**src/rtl/nvl2_timer.sv**
```systemverilog
// Cook-time countdown timer: BCD mm:ss entered from the keypad, counted down
// once per second while mag_on is high; timer_done flags a stored time of 00:00.
module nvl2_timer #(
  parameter int unsigned TICKS_PER_SEC = 100
) (
  input  logic       clk,
  input  logic       rst,
  input  logic       mag_on,
  input  logic       clearn,
  input  logic       key_valid,
  input  logic [3:0] key_digit,
  output logic [3:0] sec_ones,
  output logic [3:0] sec_tens,
  output logic [3:0] min_ones,
  output logic [3:0] min_tens,
  output logic       timer_done
);

  localparam int unsigned PW = (TICKS_PER_SEC > 1) ? $clog2(TICKS_PER_SEC) : 1;
  localparam logic [PW-1:0] PRESC_LAST = PW'(TICKS_PER_SEC - 1);

  logic [3:0]    so_q, st_q, mo_q, mt_q;
  logic [3:0]    so_d, st_d, mo_d, mt_d;
  logic [PW-1:0] presc_q, presc_d;
  logic          done_q, done_d;
  logic          time_zero;

  assign time_zero = (so_q == 4'd0) && (st_q == 4'd0) && (mo_q == 4'd0) && (mt_q == 4'd0);

  always_comb begin
    so_d    = so_q;
    st_d    = st_q;
    mo_d    = mo_q;
    mt_d    = mt_q;
    presc_d = presc_q;
    if (!clearn) begin
      so_d    = '0;
      st_d    = '0;
      mo_d    = '0;
      mt_d    = '0;
      presc_d = '0;
    end else if (mag_on) begin
      if (time_zero) begin
        presc_d = '0;
      end else if (presc_q == PRESC_LAST) begin
        presc_d = '0;
        // BCD borrow chain; seconds tens refills to 5, other digits to 9
        if (so_q != 4'd0) begin
          so_d = so_q - 4'd1;
        end else begin
          so_d = 4'd9;
          if (st_q != 4'd0) begin
            st_d = st_q - 4'd1;
          end else begin
            st_d = 4'd5;
            if (mo_q != 4'd0) begin
              mo_d = mo_q - 4'd1;
            end else begin
              mo_d = 4'd9;
              mt_d = mt_q - 4'd1;
            end
          end
        end
      end else begin
        presc_d = presc_q + 1'b1;
      end
    end else if (key_valid && (key_digit <= 4'd9)) begin
      mt_d    = mo_q;
      mo_d    = st_q;
      st_d    = so_q;
      so_d    = key_digit;
      presc_d = '0;
    end
    done_d = (so_d == 4'd0) && (st_d == 4'd0) && (mo_d == 4'd0) && (mt_d == 4'd0);
  end

  always_ff @(posedge clk) begin
    if (rst) begin
      so_q    <= '0;
      st_q    <= '0;
      mo_q    <= '0;
      mt_q    <= '0;
      presc_q <= '0;
      done_q  <= 1'b1;
    end else begin
      so_q    <= so_d;
      st_q    <= st_d;
      mo_q    <= mo_d;
      mt_q    <= mt_d;
      presc_q <= presc_d;
      done_q  <= done_d;
    end
  end

  assign sec_ones   = so_q;
  assign sec_tens   = st_q;
  assign min_ones   = mo_q;
  assign min_tens   = mt_q;
  assign timer_done = done_q;

endmodule

```
**config.mk**
```make
export PLATFORM = sky130hd
export DESIGN_NAME = nvl2_timer
export DESIGN_NICKNAME = d
export VERILOG_FILES = /design/src/rtl/nvl2_timer.sv
export SDC_FILE = /design/constraint.sdc
export NUM_CORES = 1
export LEC_CHECK = 0
export BUFFER_PORTS_ARGS = -buffer_cell sky130_fd_sc_hd__buf_2
export CAP_MARGIN = 20
export CORE_MARGIN = 1.5
export CORE_UTILIZATION = 55
export CTS_CLUSTER_SIZE = 28
export DETAILED_ROUTE_END_ITERATION = 7
export PLACE_DENSITY = 0.89
export SLEW_MARGIN = 0
export SYNTH_ARGS = -nofsm -noshare
export SYNTH_HDL_FRONTEND = slang
export SYNTH_SLANG_ARGS = --single-unit
```
**constraint.sdc**
```tcl
create_clock -name clk -period 3.14 [get_ports clk]
set_input_delay 0.628 -clock clk [delete_from_list [all_inputs] [get_ports clk]]
set_output_delay 0.628 -clock clk [all_outputs]
set_load 0.02 [all_outputs]
```
---- After elaboration in Yosys (flattened, before gate mapping) ----
Cells that the tools add are included.
storage, ports and cells
  bits in read-only memories .............. 0
  flip-flop bits (word level) ............. 24
  word-level logic and storage cells ...... 67
  output and inout bits ................... 17
  RAM bits ................................ 0
  latch bits .............................. 0
  input bits .............................. 9
  memories kept ........................... 0
cells by class
  shifts and indexed selects .............. 0
  multiplexer cells ....................... 33
  $mul .................................... 0
  reductions and logical operators ........ 20
  $add $sub $neg .......................... 5
  bitwise logic cells ..................... 1
  $lt $le $gt $ge ......................... 1
  div/mod/pow operators ................... 0
  eq/ne operators ......................... 1
operators by type and width
  cell                                                    count
  2-to-1 mux 4 bit                                        29
  logical NOT 4 bit                                       8
  2-to-1 mux 7 bit                                        4
  subtractor 4 x 1 -> 4 bit (second input constant)       4
  nonzero test 4 bit                                      3
  adder 7 x 1 -> 7 bit (second input constant)            1
  equality test 7 bit (second input constant)             1
  logical AND 1 bit                                       7
  less-or-equal comparator 4 bit (second input constant)  1
  nonzero test 2 bit                                      1
  OR reduction 2 bit                                      1
  inverter 1 bit                                          1

---- Logic depth before layout (Yosys ltp) ----
Gate-level depths: netlist (run 1).
  depth after elaboration ................. 11
  mapped depth ............................ 9
  mapped depth without buffers ............ 9

---- Worst setup path after synthesis (run 1) ----
Ideal clock, no wire load.
  path type ............................... register to register
  start point ............................. reg st_q[1] (netlist: sec_tens[1])
  end point ............................... reg done_q (netlist: timer_done)
  clock period less this slack ............ 2.799 ns
  setup slack ............................. 0.341 ns
  data required time ...................... 3.044 ns
  path buffers ............................ 0
  arrival ................................. 2.703 ns
  stages on the path, launching flop included .. 10
  library setup time ...................... 0.096 ns
  path through ............................ dfxtp_1 inv_1 ha_1 or3b_2 nor4_4 nand3_2 xnor2_1 a21oi_1 or4b_1 o41ai_2
between the ends
  word-level cells in the longest chain between the ends .. 11
  elaborated cells on any way between the ends .. 36
  those cells by class .................... add/sub: 1; mux: 23; reduce/logical: 12
RTL lines
  what                                                          line    source
  start: declaration                                            22      logic [3:0] so_q, st_q, mo_q, mt_q;
  start signal: assignment                                      87      st_q <= st_d;
  subtractor 4 x 1 -> 4 bit, or another cell as far along       53      st_d = st_q - 4'd1;
  2-to-1 mux 4 bit / logical AND 1 bit (equally long branches)  52, 28
  2-to-1 mux 4 bit / logical AND 1 bit (equally long branches)  48, 28
  2-to-1 mux 4 bit / logical AND 1 bit (equally long branches)  45, 28
  2-to-1 mux 4 bit                                              43      if (time_zero) begin
  2-to-1 mux 4 bit                                              42      end else if (mag_on) begin
  2-to-1 mux 4 bit                                              36      if (!clearn) begin
  logical NOT 4 bit                                             74      done_d = (so_d == 4'd0) && (st_d == 4'd0) && (mo_d == 4'd0) && (mt_d == 4'd0);
  logical AND 1 bit (2 in series)                               74
  logical AND 1 bit *                                           74
  end signal: assignment                                        91      done_q <= done_d;
  end: declaration                                              25      logic done_q, done_d;
Mark *: on every way between the ends. The rest lies on a longest branch, timed or not.
A chain may end at the register's enable or synchronous reset.

---- Worst setup path after layout (run 1) ----
  start point ............................. reg so_q[1] (netlist: sec_ones[1])
  end point ............................... reg done_q (netlist: timer_done)
between the ends
  word-level cells in the longest chain between the ends .. 11
  elaborated cells on any way between the ends .. 35
  those cells by class .................... add/sub: 1; mux: 22; reduce/logical: 12
RTL lines
  what                                                                                line  source
  start: declaration                                                                  22
  start signal: assignment                                                            79    so_q <= '0;
  start signal: assignment                                                            86    so_q <= so_d;
  parallel branches: the longest is 10 deep, another holds subtractor 4 x 1 -> 4 bit  n/a
  logical AND 1 bit *                                                                 74
Every way passes the cells marked *.

==> results of run 1 <==
-- cell type report --
| class | count | area share |
|---|---|---|
| clock buffer | 4 | 0.0179 |
| multi-input combinational | 181 | 0.596 |
| timing repair buffer | 35 | 0.0990 |
| tap | 44 | 0.0272 |
| sequential | 24 | 0.238 |
| inverter | 12 | 0.0223 |
-- critical path, cell delays in order, from the launching register on --
cell,delay (ns)
dfxtp_1,0.37
inv_1,0.13
ha_1,0.24
or3b_2,0.52
nor3_2,0.25
a21oi_1,0.11
o31ai_1,0.30
nand2_1,0.09
or4b_1,0.52
o41ai_2,0.32
-- Yosys cell counts, drive strengths merged (2+ instances only) --
master and instances:
o41ai 2, buf 3, mux2 4, a21oi 21, nor4 2, nand2 15, dfxtp 24, nand4 6
o31a 2, or4b 3, and3 2, clkbuf 7, nor3 9, nor2 26, o211ai 3, a21o 4
o31ai 3, ha 6, o221ai 3, or3 3, inv 12, o21ai 11, nand3b 3, mux2i 8
or3b 2, a32oi 2, nor3b 5, and2 5, nand3 14, nand2b 2
-- stage by stage --
stage	power, mW	setup slack (ns)	hold slack (ns)
floorplan	0.428	0.341	0.472
global placement	0.474	0.322	0.495
detailed placement	0.477	0.272	0.507
CTS	0.645	0.246	0.539
global route	0.678	0.0160	0.569
finish	0.647	0.217	0.537
-- where the power goes --
group	internal [mW]	switching (mW)
Clock	0.0710	0.101
Sequential	0.312	0.00877
Combinational	0.0591	0.0950
-- sequential cells by signal (all words and copies together), names as in the netlist --
signal	flops
timer_done	1
sec_tens	4
min_tens	4
min_ones	4
sec_ones	4
presc_q	7
-- cells by family (layout without fill, tap and decap cells) --
kind of cell,count (synthesis),in the layout,share of synthesized area
xor gates and xnor gates,1,1,0.00494
muxes,12,12,0.0706
DFF,24,24,0.271
buffers and inverters,22,51,0.0487
and+or+nand+nor,101,101,0.333
adders and majority gates,6,6,0.0424
AOI/OAI and AO/OA,61,61,0.230
-- worst paths after layout --
kind,endpoint,from
max reg2reg,timer_done,sec_ones[1]
min,presc_q[1],presc_q[1]
max,timer_done,sec_ones[1]
min reg2reg,presc_q[1],presc_q[1]
-- routing by layer --
metal | wire, microns | share of wire | vias to the layer above | GRT usage
met5 | 0 | 0 | - | 0
met4 | 104 | 0.021 | 0 | 0.111
met3 | 504 | 0.10 | 16 | 0.0563
met2 | 2290 | 0.46 | 125 | 0.466
met1 | 2060 | 0.42 | 860 | 0.408
li1 | - | - | 903 | -
==> Flow_metrics.wiki, run 1 <==
{| class="wikitable"
! Metric !! Value
|-
| Result of the run || finished with violations
|-
| Failing checks || DRC
|-
| Cell count after placement || 296
|-
| Setup repair after global routing missed its margin || no
|-
| Area of all placed cells without fillers || 2020 sq um
|-
| Fill cell count || 265
|-
| Mean post-synth cell area || 7.80 sq um
|-
| DRC violations left || 1
|-
| Transition time at the pin with the least slew margin || 0.496 ns
|-
| Count of maximum capacitance violations || 0
|-
| Final number of max-transition violations || 0
|-
| Worst skew pair latency || 0.33 ns
|-
| Final critical-path required period || 2.92 ns
|-
| Number of top-level pins || 26
|-
| Post-CTS repair timing setup buffer count || 0
|-
| Horizontal die dimension || 59.8 microns
|-
| Top post-synthesis cells by area || dfxtp_1 27%, a21oi_1 5.9%, nor2_1 5.5%
|-
| Number of clock sinks || 24
|-
| Proportion of synthesized flip-flops having asynchronous set or reset || 0
|-
| Top FF cell, synth || dfxtp_1
|-
| Area inside the core boundary || 3050 sq um
|-
| Synthesized netlist net count || 242
|-
| Number of enable flip-flop cells after synthesis || 0
|-
| Antenna violations before repair || 0
|-
| Number of nets in the layout || 272
|-
| Post-Route Utilization || 0.662
|-
| Mapped Cells || 227
|-
| Worst slew margin || 0.665
|-
| Highest-count cells in the layout ignoring fill and taps || 26 x nor2_1, 25 x buf_2, 24 x dfxtp_1
|-
| Antenna cell count || 0
|-
| Via count of the first global-routing pass || 1,721
|-
| Die boundary height || 59.8 microns
|-
| Layout overhead on the synthesized area || 14.1%
|-
| TritonCTS clock tree || built
|-
| FF-to-FF setup slack || 0.22 ns
|-
| Multi-input gate area || 1200 sq um
|-
| First-pass GRT wire length || 8110 microns
|-
| VDD IR max || 0.000218 V
|-
| Grt ovf || 0
|-
| Data required time at the worst endpoint || 3.39 ns
|-
| Total area of sequential cells || 480 sq um
|-
| Iter 0 DRT Violations || 206
|-
| Clock skew || 0.00881 ns
|-
| Total count of hold-check failures in the final report || 0
|-
| Clock-pin slew reported for the worst setup and hold paths after clock tree synthesis || 0.14 ns
|-
| RD Place Congestion || 0.949
|-
| Hold Crit Class || reg2reg
|-
| Port-buffer cells || 25
|-
| Post-synth top area share || 0.271
|-
| Total of endpoints with negative setup slack in the final report || 0
|-
| Placed cell areas || 1990 sq um
|-
| Maximum level of the CTS H-tree || 1
|-
| Die outline area || 3570 sq um
|-
| Final Instance Count excl. Fillers || 300
|-
| Final period util || 0.931
|-
| Leakage power of the design || 0.873 nW
|-
| Worst Reg2Reg Path Length in Cells || 9
|-
| Fraction of layout cells with a size suffix above 1 || 0.227
|-
| Per-cell routed wire length || 16.5 microns
|-
| Crit. End Element || flop
|-
| GR Util All Layers || 0.299
|-
| CTS Root Buffer Type || clkbuf_4
|-
| Power density of the placed cells || 320 nW/um^2
|-
| Yosys reg bits || 24
|-
| Floorplan row count || 20
|-
| Pin count of the biggest net entering global routing || 20
|-
| Post-Route Setup TNS || 0 ns
|-
| Timing-limited maximum frequency || 0.342 GHz
|-
| Initial core utilization || 0.580
|-
| Most common cell after layout, fill and taps aside || nor2_1
|-
| Post-detailed-route count of antenna-violating nets || 0
|-
| Wire length reported by the detailed router || 4960 microns
|-
| Number of gates given a new drive strength after cts || 0
|-
| Synth unique cells || 56
|-
| Crit Path Class || reg2reg
|-
| Warnings from Yosys || 0
|-
| Sequential element share of the synthesized area || 0.271
|-
| Vias per Instance || 6.35
|-
| Top cell type by total area after synthesis || dfxtp_1
|-
| DRT Pass-1 Iters || 8
|-
| Hold-fix buffers, CTS || 0
|-
| Setup crit start kind || flop
|-
| DP HPWL || 3680 microns
|-
| Post-synth design cell area || 1770 sq um
|-
| Hold-critical path depth || 2
|-
| Maximum clock path buffer count || 2
|-
| Signal arrival time at the worst endpoint || 3.18 ns
|-
| Maximum fanout encountered on the critical timing path || 5
|-
| Via count of the routed design || 1,904
|-
| CTS buffer count || 3
|}
Power figures use the tool's default switching activity.
==> run 2, diff against run 1 <==
clock period = 3.4 ns   (was 3.14 ns; I/O delays follow)
==> run 2 against run 1 <==
Compared with the run above:
- design area down 0.31%
- global-route usage down 1.1 points
- sequential power down 7.5%
- the run now ends clean
- highest routed layer unchanged
- largest power group unchanged
- cell count decreased by 1.0%
==> Flow_metrics.wiki, run 2 (synthesis gave the netlist of run 1 again) <==
{| class="wikitable"
! Metric !! Value
|-
| Result of the run || finished, final reports clean
|-
| RD Place Congestion || 0.929
|-
| Hold Crit Class || reg2reg
|-
| Hold-fix buffers, CTS || 0
|-
| Clock share of power || 0.332
|-
| Initial core utilization || 0.580
|-
| Bufs and invs on worst path || 1
|-
| GR Util All Layers || 0.288
|-
| Net switching power || 190 uW
|-
| Final period util || 0.889
|-
| DRT Pass-1 Iters || 5
|-
| Number of clock sinks || 24
|-
| Power density of the placed cells || 322 nW/um^2
|-
| Die outline area || 3570 sq um
|-
| Maximum clock path buffer count || 2
|-
| DP HPWL || 3450 microns
|-
| Per-cell routed wire length || 16.0 microns
|-
| Number of nets in the layout || 269
|-
| Leakage power of the design || 0.866 nW
|-
| Pin count of the biggest net entering global routing || 23
|-
| Via count of the routed design || 1,921
|-
| Register containing the most flip-flops in the final layout || presc_q
|-
| Worst slew margin || 0.575
|-
| CTS Root Buffer Type || clkbuf_4
|-
| Total power after layout || 650 uW
|-
| Total of endpoints with negative setup slack in the final report || 0
|-
| Die boundary height || 59.8 microns
|-
| Area of all placed cells without fillers || 2020 sq um
|-
| Data required time at the worst endpoint || 3.66 ns
|-
| Crit. End Element || flop
|-
| CP max stage delay || 0.53 ns
|-
| Layout overhead on the synthesized area || 13.8%
|-
| Clock-pin slew reported for the worst setup and hold paths after clock tree synthesis || 0.15 ns
|-
| Timing-limited maximum frequency || 0.331 GHz
|-
| Wire length reported by the detailed router || 4750 microns
|-
| Transition time at the pin with the least slew margin || 0.630 ns
|-
| Grt ovf || 0
|-
| First-pass GRT wire length || 7790 microns
|-
| Number of top-level pins || 26
|-
| Slowest CP cell || or4b_1
|-
| Dominant delay contributor by cell family on the critical path || simple AND/OR/NAND/NOR gates
|-
| Total count of hold-check failures in the final report || 0
|-
| Port-buffer cells || 25
|-
| Hold EP || presc_q[1]
|-
| Number of gates given a new drive strength after cts || 0
|-
| Iter 0 DRT Violations || 193
|-
| CTS buffer count || 3
|-
| Switching share of total power || 0.293
|-
| Most common cell after layout, fill and taps aside || nor2_1
|-
| Maximum level of the CTS H-tree || 1
|-
| Floorplan row count || 20
|-
| FF-to-FF setup slack || 0.38 ns
|-
| Highest-count cells in the layout ignoring fill and taps || 26 x nor2_1, 25 x buf_2, 24 x dfxtp_1
|-
| Via count of the first global-routing pass || 1,676
|-
| Area inside the core boundary || 3050 sq um
|-
| Horizontal die dimension || 59.8 microns
|-
| Multi-input gate area || 1200 sq um
|-
| Final number of max-transition violations || 0
|-
| Setup crit start kind || flop
|-
| Clock skew || 0.00953 ns
|-
| Hold-critical path depth || 2
|-
| Sequential share of power || 0.456
|-
| Post-CTS repair timing setup buffer count || 0
|-
| Setup repair after global routing missed its margin || no
|-
| Fraction of layout cells with a size suffix above 1 || 0.217
|-
| Relative contribution of combinational cells to total power || 0.213
|-
| Worst Reg2Reg Path Length in Cells || 9
|-
| Startpoint of the lowest-slack register-to-register path || sec_ones[0]
|-
| Fin worst setup slack || 0.377 ns
|-
| TritonCTS clock tree || built
|-
| Total area of sequential cells || 480 sq um
|-
| Cells traversed along the worst timing path || inv_1 -> ha_1 -> nor3b_2 -> nand4_1 -> a41o_1 -> o21ai_0 -> nand2_1 -> or4b_1 -> o41ai_2
|-
| Pre-CTS WS || 0.412 ns
|-
| Placed cell areas || 1960 sq um
|-
| Antenna violations before repair || 0
|-
| Number of flip-flops under the largest register name || 7
|-
| Signal arrival time at the worst endpoint || 3.28 ns
|-
| Antenna cell count || 0
|-
| Worst skew pair latency || 0.34 ns
|-
| Fill cell count || 263
|-
| Endpoint of the worst register-to-register path || timer_done
|-
| Crit Path Class || reg2reg
|-
| Count of maximum capacitance violations || 0
|-
| Vias per Instance || 6.47
|-
| Cell internal power dissipation || 459 uW
|-
| Final critical-path required period || 3.02 ns
|-
| Post-detailed-route count of antenna-violating nets || 0
|-
| Post-Route Setup TNS || 0 ns
|-
| Startpoint of the lowest-slack hold path || presc_q[1]
|-
| Maximum fanout encountered on the critical timing path || 5
|-
| VDD IR max || 0.000200 V
|-
| DRC violations left || 0
|}
[run 2: cell count changes in the layout (fill, tap and decap cells not counted)]
cell       before  now
buf_4          10    7
clkbuf_8        1    0
bufinv_16       0    1
[run 2: how the worst max path moves through the flow]
stage | from | to | slack [ns] | cells after the start
after detailed placement | key_digit[1] | timer_done | 0.41 | 9
after floorplan | sec_tens[1] | timer_done | 0.60 | 9
after CTS | sec_ones[0] | timer_done | 0.43 | 9
after global placement | key_digit[1] | timer_done | 0.38 | 8
after global routing | sec_ones[0] | timer_done | 0.25 | 9
final | sec_ones[0] | timer_done | 0.38 | 9
[run 2: area by class of cell]
cell class,instances,area share
sequential,24,0.238
tap,44,0.0273
clock buffer,3,0.0112
timing repair buffer,32,0.0881
clock inverter,1,0.0149
inverter,12,0.0223
multi-input combinational,181,0.598
[run 2: per-layer routing]
metal | share of wire | vias up | wire [microns] | global-route usage
met1 | 0.43 | 873 | 2030 | 0.396
met2 | 0.44 | 129 | 2100 | 0.433
met5 | 0 | - | 0 | 0
li1 | - | 902 | - | -
met3 | 0.10 | 17 | 491 | 0.0519
met4 | 0.028 | 0 | 133 | 0.137
[run 2: worst register-to-register path: cells and delay by family, from the launching register on]
family / cells / cell delay, ns
buffers and inverters: 1 / 0.12
and+or+nand+nor: 4 / 1.26
AOI/OAI and AO/OA: 3 / 0.93
adders and majority gates: 1 / 0.24
DFF: 1 / 0.39
[run 2: power groups by stage]
stage                     logic (mW)  registers [mW]  clock network (mW)
final                          0.138           0.296               0.215
after global routing           0.151           0.297               0.226
after CTS                      0.136           0.296               0.216
after detailed placement       0.134           0.302                   0
after global placement         0.133           0.302                   0
after floorplan               0.0880           0.307                   0
[run 2: stage by stage]
| stage | std cells | hold WS [ns] | util |
|---|---|---|---|
| finish | 297 | 0.531 | 0.660 |
| global route | 297 | 0.577 | 0.660 |
| CTS | 297 | 0.540 | 0.660 |
| detailed placement | 293 | 0.508 | 0.643 |
| global placement | 293 | 0.496 | 0.643 |
| floorplan | 227 | 0.472 | - |
